[src/rtl/sobel_pkg.sv]
// Shared definitions for the Sobel line-buffer datapath: pad-field encoding and a pad helper.
package sobel_pkg;

  typedef logic [1:0] pad_t;

  localparam pad_t PAD_NONE  = 2'b00;
  localparam pad_t PAD_FIRST = 2'b01;
  localparam pad_t PAD_LAST  = 2'b10;

  // First wins when a dimension is only one element long.
  function automatic pad_t pad_of(input logic is_first, input logic is_last);
    if (is_first) return PAD_FIRST;
    if (is_last) return PAD_LAST;
    return PAD_NONE;
  endfunction

endpackage

[src/rtl/bank_rotator.sv]
// Tracks which line-buffer bank holds the oldest window row and maps window rows to banks.
module bank_rotator
  import sobel_pkg::*;
#(
  parameter int unsigned NUM_BANKS = 3,
  parameter int unsigned SEL_WD    = $clog2(NUM_BANKS)
) (
  input  logic                        clk_i,
  input  logic                        rst_ni,
  input  logic                        clear_i,
  input  logic                        advance_i,
  output logic [NUM_BANKS*SEL_WD-1:0] sel_o
);

  localparam logic [SEL_WD-1:0] TOP_MAX = SEL_WD'(NUM_BANKS - 1);

  logic [SEL_WD-1:0] top_q, top_d;

  always_comb begin
    top_d = top_q;
    if (clear_i) begin
      top_d = '0;
    end else if (advance_i) begin
      top_d = (top_q == TOP_MAX) ? '0 : top_q + 1'b1;
    end
  end

  always_ff @(posedge clk_i) begin
    if (!rst_ni) begin
      top_q <= '0;
    end else begin
      top_q <= top_d;
    end
  end

  // Bank count need not be a power of two, so wrap with an explicit compare.
  always_comb begin
    sel_o = '0;
    for (int unsigned i = 0; i < NUM_BANKS; i++) begin
      if (32'(top_q) + i >= NUM_BANKS) begin
        sel_o[i*SEL_WD +: SEL_WD] = SEL_WD'(32'(top_q) + i - NUM_BANKS);
      end else begin
        sel_o[i*SEL_WD +: SEL_WD] = SEL_WD'(32'(top_q) + i);
      end
    end
  end

endmodule

[src/rtl/line_buf_rd_ctrl.sv]
// Line-buffer read controller: walks (row, col) over a frame and drives per-bank reads.
// Row padding flags are built only when RD_CTRL_ROW_PAD_EN is defined.
module line_buf_rd_ctrl
  import sobel_pkg::*;
#(
  parameter int unsigned IMG_W     = 640,
  parameter int unsigned IMG_H     = 480,
  parameter int unsigned NUM_BANKS = 3,
  localparam int unsigned COL_WD   = $clog2(IMG_W),
  localparam int unsigned ROW_WD   = $clog2(IMG_H),
  localparam int unsigned SEL_WD   = $clog2(NUM_BANKS)
) (
  input  logic                        clk_i,
  input  logic                        rst_ni,
  input  logic                        sof_i,
  input  logic                        rd_en_i,
  output logic                        rd_ready_o,
  output logic [NUM_BANKS-1:0]        bank_en_o,
  output logic [NUM_BANKS*COL_WD-1:0] bank_addr_o,
  output logic [NUM_BANKS*SEL_WD-1:0] bank_sel_o,
  output logic [1:0]                  col_pad_o,
  output logic [1:0]                  row_pad_o,
  output logic                        rd_valid_o,
  output logic                        frame_done_o
);

  localparam logic [COL_WD-1:0] COL_MAX = COL_WD'(IMG_W - 1);
  localparam logic [ROW_WD-1:0] ROW_MAX = ROW_WD'(IMG_H - 1);

  logic [COL_WD-1:0]           col_q, col_d, addr_q;
  logic [ROW_WD-1:0]           row_q, row_d;
  logic                        bubble_q, valid_q, done_q;
  logic [NUM_BANKS*SEL_WD-1:0] sel_q, rot_sel;
  pad_t                        col_pad_q;
  logic                        accept, col_last, row_last, line_wrap, frame_end;

  assign rd_ready_o = ~bubble_q;
  assign accept     = rd_en_i & rd_ready_o & ~sof_i;
  assign col_last   = (col_q == COL_MAX);
  assign row_last   = (row_q == ROW_MAX);
  assign line_wrap  = accept & col_last;
  assign frame_end  = line_wrap & row_last;

  always_comb begin
    col_d = col_q;
    row_d = row_q;
    if (sof_i) begin
      col_d = '0;
      row_d = '0;
    end else if (accept) begin
      if (col_last) begin
        col_d = '0;
        row_d = row_last ? '0 : row_q + 1'b1;
      end else begin
        col_d = col_q + 1'b1;
      end
    end
  end

  bank_rotator #(
    .NUM_BANKS (NUM_BANKS),
    .SEL_WD    (SEL_WD)
  ) u_bank_rotator (
    .clk_i     (clk_i),
    .rst_ni    (rst_ni),
    .clear_i   (sof_i | frame_end),
    .advance_i (line_wrap),
    .sel_o     (rot_sel)
  );

  // Rotator output is sampled before the wrap takes effect, so the read reports its own line.
  always_ff @(posedge clk_i) begin
    if (!rst_ni) begin
      col_q     <= '0;
      row_q     <= '0;
      bubble_q  <= 1'b0;
      valid_q   <= 1'b0;
      done_q    <= 1'b0;
      addr_q    <= '0;
      col_pad_q <= PAD_NONE;
      for (int unsigned i = 0; i < NUM_BANKS; i++) begin
        sel_q[i*SEL_WD +: SEL_WD] <= SEL_WD'(i);
      end
    end else begin
      col_q    <= col_d;
      row_q    <= row_d;
      bubble_q <= line_wrap;
      valid_q  <= accept;
      done_q   <= frame_end;
      if (accept) begin
        addr_q    <= col_q;
        sel_q     <= rot_sel;
        col_pad_q <= pad_of(col_q == '0, col_last);
      end
    end
  end

`ifdef RD_CTRL_ROW_PAD_EN
  pad_t row_pad_q;

  always_ff @(posedge clk_i) begin
    if (!rst_ni) begin
      row_pad_q <= PAD_NONE;
    end else if (accept) begin
      row_pad_q <= pad_of(row_q == '0, row_last);
    end
  end

  assign row_pad_o = row_pad_q;
`else
  assign row_pad_o = PAD_NONE;
`endif

  assign bank_en_o    = {NUM_BANKS{valid_q}};
  assign bank_addr_o  = {NUM_BANKS{addr_q}};
  assign bank_sel_o   = sel_q;
  assign col_pad_o    = col_pad_q;
  assign rd_valid_o   = valid_q;
  assign frame_done_o = done_q;

endmodule
[config.mk]
export PLATFORM = sky130hd
export DESIGN_NAME = line_buf_rd_ctrl
export DESIGN_NICKNAME = d
export VERILOG_FILES = /design/src/rtl/sobel_pkg.sv /design/src/rtl/bank_rotator.sv /design/src/rtl/line_buf_rd_ctrl.sv
export SDC_FILE = /design/constraint.sdc
export NUM_CORES = 1
export LEC_CHECK = 0
export CAP_MARGIN = 5
export CORE_MARGIN = 10
export CORE_UTILIZATION = 50
export DETAILED_ROUTE_END_ITERATION = 10
export PLACE_DENSITY = 0.82
export SLEW_MARGIN = 40
export SYNTH_ARGS = -nofsm -noshare
export SYNTH_HDL_FRONTEND = slang
export SYNTH_SLANG_ARGS = --single-unit
[constraint.sdc]
create_clock -name clk_i -period 4.6 [get_ports clk_i]
set_clock_uncertainty 0.05 [all_clocks]
set_input_delay 0.92 -clock clk_i [delete_from_list [all_inputs] [get_ports clk_i]]
set_output_delay 0.92 -clock clk_i [all_outputs]
set_load 0.1 [all_outputs]
## Word level (Yosys, flattened, before mapping)

Cells that the tools add are included.

| word-level totals | value |
|---|---|
| flip-flop bits (word level) | 42 |
| word-level logic and storage cells | 52 |

| cells by class | value |
|---|---|
| add/subtract/negate cells | 8 |
| magnitude comparators | 3 |
| equal/unequal tests | 3 |
| multiplexer cells | 17 |
| bitwise gates (word level) | 8 |
| reductions and logical operators | 4 |

Operator list:

| kind | number |
|---|---|
| $mux 2 | 8 |
| $add 10x1->10 const B | 1 |
| $eq 10x10->1 const B | 1 |
| $logic_not 10->1 | 1 |
| $mux 10 | 1 |
| $add 9x1->9 const B | 1 |
| $eq 9x9->1 const B | 1 |
| $mux 9 | 1 |
| $mux 1 | 7 |
| $ge 3x2->1 const B | 2 |
| $sub 2x2->2 const B | 3 |
| $and 1x1->1 | 4 |
| $reduce_or 2->1 | 2 |
| $add 2x1->3 const B | 1 |
| $add 2x2->3 const B | 1 |
| $not 1->1 | 3 |
| $add 2x1->2 const B | 1 |
| $eq 2x2->1 const B | 1 |
| $ge 2x2->1 const B | 1 |
| $reduce_and 2->1 | 1 |
| $or 1x1->1 | 1 |

## Logic depth before layout (Yosys ltp)

Gate-level depths: netlist of the first run.

| logic depth | value |
|---|---|
| depth in word-level cells | 10 |
| depth in mapped cells | 7 |
| gate-level depth less buffers | 5 |

## Hierarchy

Synthesis of the first run repeated with hierarchy kept, for this count alone.

| second synthesis, totals | value |
|---|---|
| cells, all modules | 248 |
| area total of the unflattened synthesis | 2055.7 µm² |

Modules (own cells, without submodules):

| module | instances | cells an instance | area each (µm²) | sequential area each (µm²) |
|---|---|---|---|---|
| line_buf_rd_ctrl | 1 | 232 | 1910.6 | 800.8 |
| bank_rotator | 1 | 16 | 145.1 | 40.0 |

## Worst setup path before layout of the first run

OpenSTA, ideal clock, no wires.

| timing | value |
|---|---|
| kind | reg-to-output |
| from | reg valid_q, in the netlist rd_valid_o |
| to | out bank_en_o[0] |
| data arrival time | 1.392 ns |
| slack | 2.238 ns |
| cell stages (with the launch flop) | 2 |
| buffers on the path | 1 |
| cells stage by stage | dfxtp_1 -> buf_4 |

RTL lines:

| item | RTL line | RTL |
|---|---|---|
| start, declared | line_buf_rd_ctrl.sv:32 | `logic bubble_q, valid_q, done_q;` |
| start signal, assigned | line_buf_rd_ctrl.sv:88 | `valid_q <= accept;` |
| end, declared | line_buf_rd_ctrl.sv:18 | `output logic [NUM_BANKS-1:0] bank_en_o,` |

No word-level cell between the ends.

## Final worst setup path of the first run

| timing | value |
|---|---|
| from | in rst_ni |
| to | reg row_q[3] |

| on the way | value |
|---|---|
| longest elaborated chain between the ends | 2 |

RTL lines:

| item | RTL line | RTL |
|---|---|---|
| start, declared | line_buf_rd_ctrl.sv:14 | `input logic rst_ni,` |
| $not 1->1 (no source line) | n/a |  |
| $reduce_or 2->1 (no source line) | n/a |  |
| end signal, assigned | line_buf_rd_ctrl.sv:86 | `row_q <= row_d;` |
| end, declared | line_buf_rd_ctrl.sv:31 | `logic [ROW_WD-1:0] row_q, row_d;` |

No other way between the ends.
A chain may end at the register's enable or synchronous reset.

==> results of run 1 <==
## worst min path at each step
stage                  from      endpoint  slack (ps)  cells after the start
4_1_cts            row_q[8]      row_q[8]         420                      2
3_5_place_dp       row_q[8]      row_q[8]         410                      2
3_3_place_gp       row_q[8]      row_q[8]         400                      2
2_1_floorplan      row_q[6]      row_q[6]         390                      2
6_report       col_pad_o[0]  col_pad_o[0]         420                      2
5_1_grt            row_q[6]      row_q[6]         450                      2
## state kept, by name (all words and copies together), names as in the netlist
name	cells
frame_done_o	1
col_pad_o	2
u_bank_rotator.top_q	2
rd_valid_o	1
bubble_q	1
row_q	9
addr_q	10
col_q	10
bank_sel_o	3
## metrics by stage
stage | util [%] | setup slack [ps] | power (mW) | cells
finish | 56.26 | 1987 | 0.6106 | 298
global route | 56.26 | 1856 | 0.6359 | 298
CTS | 56.26 | 1967 | 0.6166 | 298
detailed placement | 54.07 | 1675 | 0.4031 | 290
global placement | 60.00 | 1742 | 0.4056 | 290
floorplan | - | 2238 | 0.3965 | 231
## Yosys cell counts (2+ instances only)
| library cell | number | area, um2 |
|---|---|---|
| a21boi_0 | 14 | 105.1 |
| a21oi_1 | 11 | 55.05 |
| and2_1 | 2 | 12.51 |
| and3_1 | 5 | 31.28 |
| and4_1 | 2 | 17.52 |
| buf_2 | 4 | 20.02 |
| buf_4 | 30 | 225.2 |
| clkbuf_1 | 3 | 11.26 |
| dfxtp_1 | 39 | 780.8 |
| ha_1 | 6 | 75.07 |
| inv_1 | 5 | 18.77 |
| nand2_1 | 42 | 157.7 |
| nand3_1 | 11 | 55.05 |
| nand4_1 | 7 | 43.79 |
| nor2_1 | 11 | 41.29 |
| nor2b_1 | 2 | 12.51 |
| nor3_1 | 3 | 15.01 |
| o21ai_0 | 5 | 25.02 |
| or3_1 | 2 | 12.51 |
| or4_1 | 4 | 30.03 |
| xnor2_1 | 5 | 43.79 |
| xor2_1 | 4 | 35.03 |
## final cells by class
cell class              instances  area (um2)
well taps                      48       60.06
multi-input cells             150       892.1
clock buffers                   7       76.32
clock inverters                 1       5.005
flip-flops and latches         39       780.7
repair buffers                 48       257.7
fillers                       347        1625
inverters                       5       18.77
## logic make-up after synthesis
kind of cell / after synthesis
AOI/OAI and AO/OA: 31
xor gates and xnor gates: 9
adders and majority gates: 6
buffers and inverters: 42
DFF: 39
muxes: 1
other: 1
and+or+nand+nor: 101
## worst max-delay path, delay by kind of cell
kind | cells | cell delay, ps
AOI/OAI and AO/OA | 1 | 90
buffers and inverters | 1 | 780
and+or+nand+nor | 2 | 980
## power by group through the flow
| stage | Sequential [mW] | Clock [mW] | Combinational, mW |
|---|---|---|---|
| after global routing | 0.341 | 0.238 | 0.0571 |
| after CTS | 0.341 | 0.221 | 0.0544 |
| final | 0.341 | 0.216 | 0.0542 |
| after global placement | 0.349 | 0 | 0.0571 |
| after floorplan | 0.360 | 0 | 0.0368 |
| after detailed placement | 0.349 | 0 | 0.0544 |
## layer usage
metal	vias to the layer above	part of all wire, %	track usage (%)
met5	-	0	0
li1	786	-	-
met3	4	10	4.428
met1	694	42	13.52
met2	37	47	19.75
met4	0	0.69	5.102
==> summary.md, run 1 <==
For this design the total switching power over the nets is 155.7 uW. After clock tree synthesis, the clock-pin slew on the worst setup and hold paths is 70 ps. The tightest min-delay check is of the flip-flop to flip-flop type. The flow ran to the end, and the final reports show no timing, DRC or antenna violations. Once the clock tree was built, the setup fixing pass inserted 0 buffers. Once layout is done, the placed cells without fillers occupy 2091 um2. Synthesis-to-finish area growth: 7.529%.

Data on the critical path is required at its endpoint by 4760 ps. The internal power contribution came out at 454.9 uW. The floorplan step set the die height to 82.36 um.

The cell count after synthesis came out at 230. The die covers 6783 um2. Setup violations remaining at the end of the flow were counted as 0. In the routed layout, each cell is associated on average with a via count of 5.104. The routed length per instance was 13.16 um.

In the layout the commonest cells are 44 x buf_2, 42 x nand2_1, 39 x dfxtp_1. The width of the chip works out to 82.36 um. The biggest fanout along the worst timing path works out to 18. In this run, post-CTS hold repair placed 0 buffers. STA puts the critical path data arrival time at 2770 ps.

For the violation count after the first detailed-route iteration, the log shows 107. Net switching is 25.50% of the power. For the diode insertion count for antenna repair, the log shows 0.

For the final routed database, the setup TNS stands at 0 ps. The post-cts resize count came out at 0. The run gives 382.7 MHz as the highest clock frequency the design can meet.

In the routed design, unresolved DRC markers number 0. For this design the top-level I/O count stands at 50. The power per standard cell area is 292.0 nW/um2, and the worst hold slack after final layout is 416.2 ps. The global placement routability congestion came out at 0.8456. The layout cell share with drive strength beyond 1 came out at 21.60%.

Netlist area before placement: 1944 um2. Entering global routing, the biggest net connects 23 pins. Clock latency on the worst-skew pair, taken at its later pin, is 280 ps.

The routed design could run at a clock period as short as 2613 ps. Summed over all layers, the routed wires come to 3923 um. Sequential elements use 40.15% of the synthesized area. The setup check on the worst reg-to-reg path leaves a slack of 2530 ps. CTS saw 39 sinks. After floorplanning, the core was sized to cover 3716 um2.

Setup repair after global routing left no endpoint under its margin. The worst setup path startpoint is rst_ni. The net count of the finished layout is 259, and the total number of yosys warnings is 0. The clock network fraction of design power was 35.3%. In this run the core area contains 22 standard-cell rows. Walking the worst path, the cells encountered are clkdlybuf4s50_1 -> nand2b_1 -> or4_1 -> o21ai_0.

Of the total synthesized cell area, the portion taken by AND, OR, NAND and NOR gates is 27.16%. IR analysis of the VDD net gives a maximum drop of 0.0001780 V. The tools report the end of the worst register-to-register path as row_q[5]. The tools report the type of origin of the critical path as a primary input. Summing all placed instances gives a cell area of 2009 um2. By area, the combinational part of the netlist is dominated by simple AND/OR/NAND/NOR gates.

The count of pins over their slew limit is 0. The wire-length estimate of the detail-placed layout is 2984 um. Number of hold violations in the final report: 0. The logs give 0 for the max-capacitance violation count and 11.94% for the overall fraction of global-route tracks in use.

Summing the areas of all compound-gate instances in the mapped netlist gives 9.910% of the synthesized area. The tree is rooted in a clkbuf_8. The endpoint type of the worst setup path was a flip-flop. After synthesis, the share of flip-flops with an asynchronous set or reset is 0%.

For the pin with the worst max-slew slack, the measured transition is 697.6 ps. The worst-case reg-to-reg path depth was 5; the count of unique library cells instantiated by Yosys was 35. The area share of xor/xnor cells in the synthesized design works out to 4.054%. The end point of the critical path is row_q[3]. In this run, the combinational gates consume 8.9% of the power. Among all stages on the critical path, the largest delay is contributed by clkdlybuf4s50_1. The setup path with the least slack is of type primary input to flip-flop.

The most used flip-flop cell after synthesis is dfxtp_1. Summing the areas of all fa, ha and maj instances in the mapped netlist gives 3.861% of the synthesized area. In this design, the stage delay of the slowest critical-path cell is 780 ps. The average instance in the mapped netlist occupies 8.454 um2.

The run gives 0 as the number of antenna-violating nets in the routed design. The longest clock path from root to sink contains 2 buffers. Once the floorplan was initialized, standard cells occupied 52.32% of the core.

Detailed routing inserted a total of 1,521 vias. Sequential share of power: 55.8%. The via count of the first global-routing pass is 1,430. The final critical path takes up 56.81% of the cycle.

Synthesis inferred 39 register bits. The most common library cell in the layout ignoring fill and taps is buf_2. Counting the buffers created by CTS gives 5. For the standby leakage power, the log shows 0.8506 nW.

The initial antenna violation count is 0, and the share of cell area taken by muxes after synthesis is 0.5148%. TritonCTS built the clock tree. The first detailed-routing pass took 5 iterations. The startpoint identified for the worst register-to-register timing path is col_q[0]. The tools report the total global routing overflow as 0. The remaining max-slew budget at the tightest pin came out at 53.50%.

The number of synthesized flops with an enable pin was 0. In this run the tool buffered the top-level ports with 47 buffer cells. CTS built an H-tree with a depth of 2. The global-route wire length before repair came out at 6527 um.
No activity file was read; power rests on OpenSTA's default activity.
==> inputs of run 2 (changes only) <==
- CORE_UTILIZATION: 50 -> 48
- PLACE_DENSITY: 0.82 -> 0.79
- clock period: 4.6 -> 2.7 ns (I/O delays scaled with it)
==> run 2 against run 1 <==
Effect of this change: first-iteration DRC count shrank 24%; register-to-register slack got worse by 1700 ps; highest routed layer unchanged; sequential share of layout area shrank 2.7 points; largest power group unchanged; die area grew 3.1%; clock-buffer cell count increased by 1; routed wire length up 3.2%; power rose by 81%; critical path type unchanged; largest cell class unchanged.
==> summary.md, run 2 (same netlist as run 1, synthesis figures left out) <==
The most common library cell in the layout ignoring fill and taps is buf_4. The worst setup path is captured at a flip-flop. In this run the tightest slew margin relative to its limit is 65.06%.

After detailed routing, the total wire length is 4049 um. Setup slack on the worst reg-to-reg path comes out at 840 ps. For the pin with the worst max-slew slack, the measured transition is 524.1 ps.

Along the worst path, the maximum fanout reaches 15. The via count was 1,564. Setup repair after global routing left no endpoint under its margin. In this run the standard cell core region covers 3971 um2. After layout, the worst path uses 74.89% of the clock period. Entering global routing, the biggest net connects 18 pins. Once the floorplan was initialized, standard cells occupied 48.96% of the core. The final layout contains 263 nets. The number of setup buffers added after CTS was 0. For the worst setup path, the data required time is 2870 ps. The tools report the violation count after the first detailed-route iteration as 81. The largest registers in the layout are addr_q: 10 flops, col_q: 10 flops, row_q: 9 flops.

The diode insertion count for antenna repair is 0, and the highest clock frequency the design can meet is 494.6 MHz. The run gives 780.7 um2 as the sequential cell area. The layout cell share with drive strength beyond 1 came out at 23.23%. Input and output buffers added on the ports amount to 47.

The multi-input combinational cells in the finished layout cover a total of 892.1 um2. The mean number of vias per cell was 5.145. Via count of the first global-routing pass: 1,450.

TritonCTS built the clock tree. The count of pins over their slew limit is 0, and the detailed-router iteration count before antenna repair is 4. Routability-driven placement finished with a final weighted congestion of 0.8720. The worst-case reg-to-reg path depth is 5. CTS saw 39 sinks. The path class of the tightest hold or removal check is flip-flop to flip-flop. The number of instances on the worst hold path came out at 2. The cell with the largest stage delay on the worst path was or4_1. The run gives 0 as the number of hold violations in the final report. The worst hold path terminates at row_q[8]. In this run the horizontal extent of the chip is 83.65 um. The startpoint identified for the worst register-to-register timing path is col_q[1]. The tool flagged a number of max-cap violations equal to 0. The top-level I/O count was 50.

The clock transition at the registers of the reported paths came out at 70 ps. For the global-route wire length before repair, the log shows 6969 um. The initial antenna violation count was 0; the routed length per instance was 13.32 um. Traced cell by cell, the critical path runs through clkdlybuf4s50_1 -> and4bb_1 -> nand3_4 -> or4_1 -> a21oi_1. The worst-skew pair later-pin latency came out at 290 ps. The top cell types in the final layout, fill and taps aside, are 49 x buf_4, 42 x nand2_1, 39 x dfxtp_1. The number of buffer and inverter stages on the critical path is 1, and the number of cell rows is 23. The tools report the hold-fix buffer count after cts as 0. For the worst setup path, the data arrival time is 2190 ps.

The number of remaining DRC errors came out at 0. The overall fraction of global-route tracks in use is 11.90%, and the synthesis-to-finish area growth is 15.83%. The post-route setup TNS came out at 0 ps. After clock tree synthesis, the repair step resized 0 gates. The worst-case IR drop observed on VDD is 0.0002800 V. The end of the worst register-to-register path was row_q[5]. The cell sitting at the root of the clock tree is a clkbuf_8. The biggest cell delay along the critical path is 520 ps. Setup violations remaining at the end of the flow were counted as 0.

The logs give 3037 um for the sum of net half-perimeters after detailed placement and 2 for the H-tree depth. The die span in y was 83.65 um; the die footprint was 6996 um2. For this run the aggregate overflow at the end of global routing stands at 0. The critical path is of the primary input to flip-flop type.

The clock buffer count from CTS came out at 5. The final critical-path required period came out at 2022 ps. Utilization after layout: 56.71%. The type of origin of the critical path was a primary input. The tools report the critical hold path startpoint as row_q[8]. The power per standard cell area was 489.9 nW/um2. The number of fill cells was 369; the maximum buffer depth of the clock tree was 2. For the number of antenna-violating nets in the routed design, the log shows 0.

In this run the static leakage power is 0.8804 nW. The cell class contributing the biggest share of worst-path delay was simple AND/OR/NAND/NOR gates. The run finished with clean final reports.
## run 2: cell count changes in the layout (fill, tap and decap cells not counted)
| cell | before | now |
|---|---|---|
| clkbuf_1 | 2 | 1 |
| buf_4 | 1 | 49 |
| clkbuf_8 | 5 | 7 |
| clkinv_2 | 1 | 0 |
| buf_2 | 44 | 0 |
## run 2: per-stage QoR
stage / power (mW) / hold slack (ps) / cells / cell area [um2] / worst slack (ps)
2_1_floorplan: 0.6755 / 389.8 / 231 / 1948 / 717.8
3_3_place_gp: 0.6928 / 401.1 / 296 / 2152 / 405.8
3_5_place_dp: 0.6935 / 415.7 / 296 / 2152 / 373.1
4_1_cts: 1.114 / 425.7 / 304 / 2252 / 686.6
5_1_grt: 1.145 / 450.4 / 304 / 2252 / 596.2
6_report: 1.103 / 418.2 / 304 / 2252 / 678.1
## run 2: area by class of cell
| type | count | share of cell area [%] |
|---|---|---|
| Sequential cell | 39 | 34.67 |
| Multi-Input combinational cell | 150 | 39.61 |
| Timing Repair Buffer | 52 | 17.67 |
| Inverter | 5 | 0.8333 |
| Tap cell | 50 | 2.778 |
| Clock buffer | 8 | 4.444 |
## run 2: power breakdown
group / total (mW) / leakage [nW] / internal [mW] / switching, mW
registers: 0.581 / 0.315 / 0.578 / 0.00261
clock network: 0.423 / 0.0515 / 0.233 / 0.190
logic: 0.0992 / 0.514 / 0.0216 / 0.0776
## run 2: worst reg2reg max path, stage by stage (launching register included)
cell and delay, ps:
dfxtp_1 410, ha_1 230, and4bb_1 270, nand3_4 160, or4_1 530, a21oi_1 140
## run 2: how the worst max path moves through the flow
stage	start	end	slack, ps	depth (start not counted)
floorplan	rd_valid_o	bank_en_o[0]	720	1
global placement	sof_i	row_q[5]	410	5
detailed placement	sof_i	row_q[5]	370	5
CTS	sof_i	row_q[5]	690	5
global route	sof_i	row_q[4]	600	6
finish	sof_i	row_q[5]	680	5
## run 2: routing by layer
| layer | up-vias | share of wire, % | GRT usage, % |
|---|---|---|---|
| met5 | - | 0 | 0 |
| li1 | 795 | - | - |
| met2 | 45 | 47 | 18.89 |
| met3 | 6 | 7.9 | 5.371 |
| met4 | 0 | 1.6 | 4.871 |
| met1 | 718 | 44 | 13.51 |
==> edit (settings of run 1) <==
Change the parameter `IMG_H` from 480 to 240.
--- a/src/rtl/line_buf_rd_ctrl.sv
+++ b/src/rtl/line_buf_rd_ctrl.sv
@@ -6,3 +6,3 @@
   parameter int unsigned IMG_W     = 640,
-  parameter int unsigned IMG_H     = 480,
+  parameter int unsigned IMG_H     = 240,
   parameter int unsigned NUM_BANKS = 3,
Behaviour: no difference found for any inputs over 10 cycles, from zero or initial values and one cycle with rst_ni low; that may be too few to reach the edited logic, so the function may still have changed.
==> edit against run 1 <==
Sequential power fell by 3%. Combinational power rose by 3%. Global-route usage rose by 0.61 points. Wire length rose by 2.8%. Critical path depth rose by 2. Critical endpoint is now row_q[0]. Clock power rose by 62%. Sequential cell count fell by 1. Worst setup slack got worse by 0.69 ns. Final cell count fell by 1.7%. Critical path type unchanged. Largest cell class unchanged. Final area fell by 1.5%. Die area fell by 4.7%. Worst hold slack got worse by 0.016 ns. Power rose by 21%. Area after synthesis fell by 6.2%.
==> edit: results (changes against run 1) <==
- Vias in the first global route: 1,475 (+3.1%)
- Buffers excl. clock: 49 (+2.1%)
- Drt pass-1 iters: 4 (-1)
- Slowest-stage cell, CP: or4_1
- Top Registers: addr_q: 10 flops, col_q: 10 flops, row_q: 8 flops
- Non-clk buf share: 12.88% (+0.55 points)
- Critical Path Max Stage Delay: 0.70 ns (-0.08 ns)
- Placer Congestion: 0.8262 (-2.3%)
- Nonclk inv count: 8 (+3)
- Clock-cell share: 6.926% (+3.0 points)
- Most frequent cells after synthesis: nand2_1, dfxtp_1, buf_4
- TritonCTS Sinks: 38 (-2.6%)
- Dpl hpwl: 2862 um (-4.1%)
- Gr usage total: 12.55% (+0.61 points)
- First-iteration detailed-routing DRC count: 182 (+70%)
- P per Cell Area: 357.9 nW/um^2 (+23%)
- Post-synthesis adder-cell area fraction: 4.115% (+0.25 points)
- Post-synthesis sequential area ratio: 41.70% (+1.5 points)
- Final net count: 256 (-1.2%)
- Seq/total area: 36.94% (-0.40 points)
- Setup slack at placement: 0.9804 ns (-0.6941 ns)
- Fillers: 336 (-3.2%)
- Clock buffers: 6 (-1)
- Layout cells sized above 1: 22.27% (+0.67 points)
- Multi-In Gates: 144 (-4.0%)
- Multi-input combinational area share: 39.00% (-3.7 points)
- Status: completed
- VDD IR-drop max: 0.0002130 V (+20%)
- WL final: 4034 um (+2.8%)
- Leakage: 0.8229 nW (-3.3%)
- Compound-Gate Fraction of Synth Area: 10.36% (+0.45 points)
- FP Rows: 21 (-4.5%)
- WP data arrival: 3.41 ns (+0.64 ns)
- Multiplexer area fraction after synthesis: 0% (-0.51 points)
- Crit-path max FO: 29 (+11)
[edit: cell count changes after synthesis, sizes merged, moves of 3 or more]
cell / change
nor2: +3
and3: -5
a21boi: -14
nand3: -5
nand4: -3
a21oi: +13
[edit: power by group]
group	switching, mW	leakage (nW)	internal, mW	total, mW
logic	0.0471	0.445	0.00858	0.0557
registers	0.00134	0.307	0.331	0.332
clock network	0.118	0.0714	0.231	0.349
[edit: worst paths after layout]
path                start           end  slack, ns  cells past startpoint
max                 sof_i      row_q[0]       1.30                      6
min          col_pad_o[0]  col_pad_o[0]       0.40                      2
max reg2reg      bubble_q      row_q[0]       2.07                      5
min reg2reg  col_pad_o[0]  col_pad_o[0]       0.40                      2
[edit: metal layers]
metal	track usage, %	routed length [um]	vias up
met5	0	0	-
met2	19.51	1812	51
met1	14.31	1789	696
li1	-	-	771
met4	8.451	96	0
met3	4.009	335	10
[edit: worst min-delay path, stage by stage, from the launching register on]
cell and delay [ns]:
dfxtp_1 0.31, nand2_1 0.05, a21oi_1 0.05
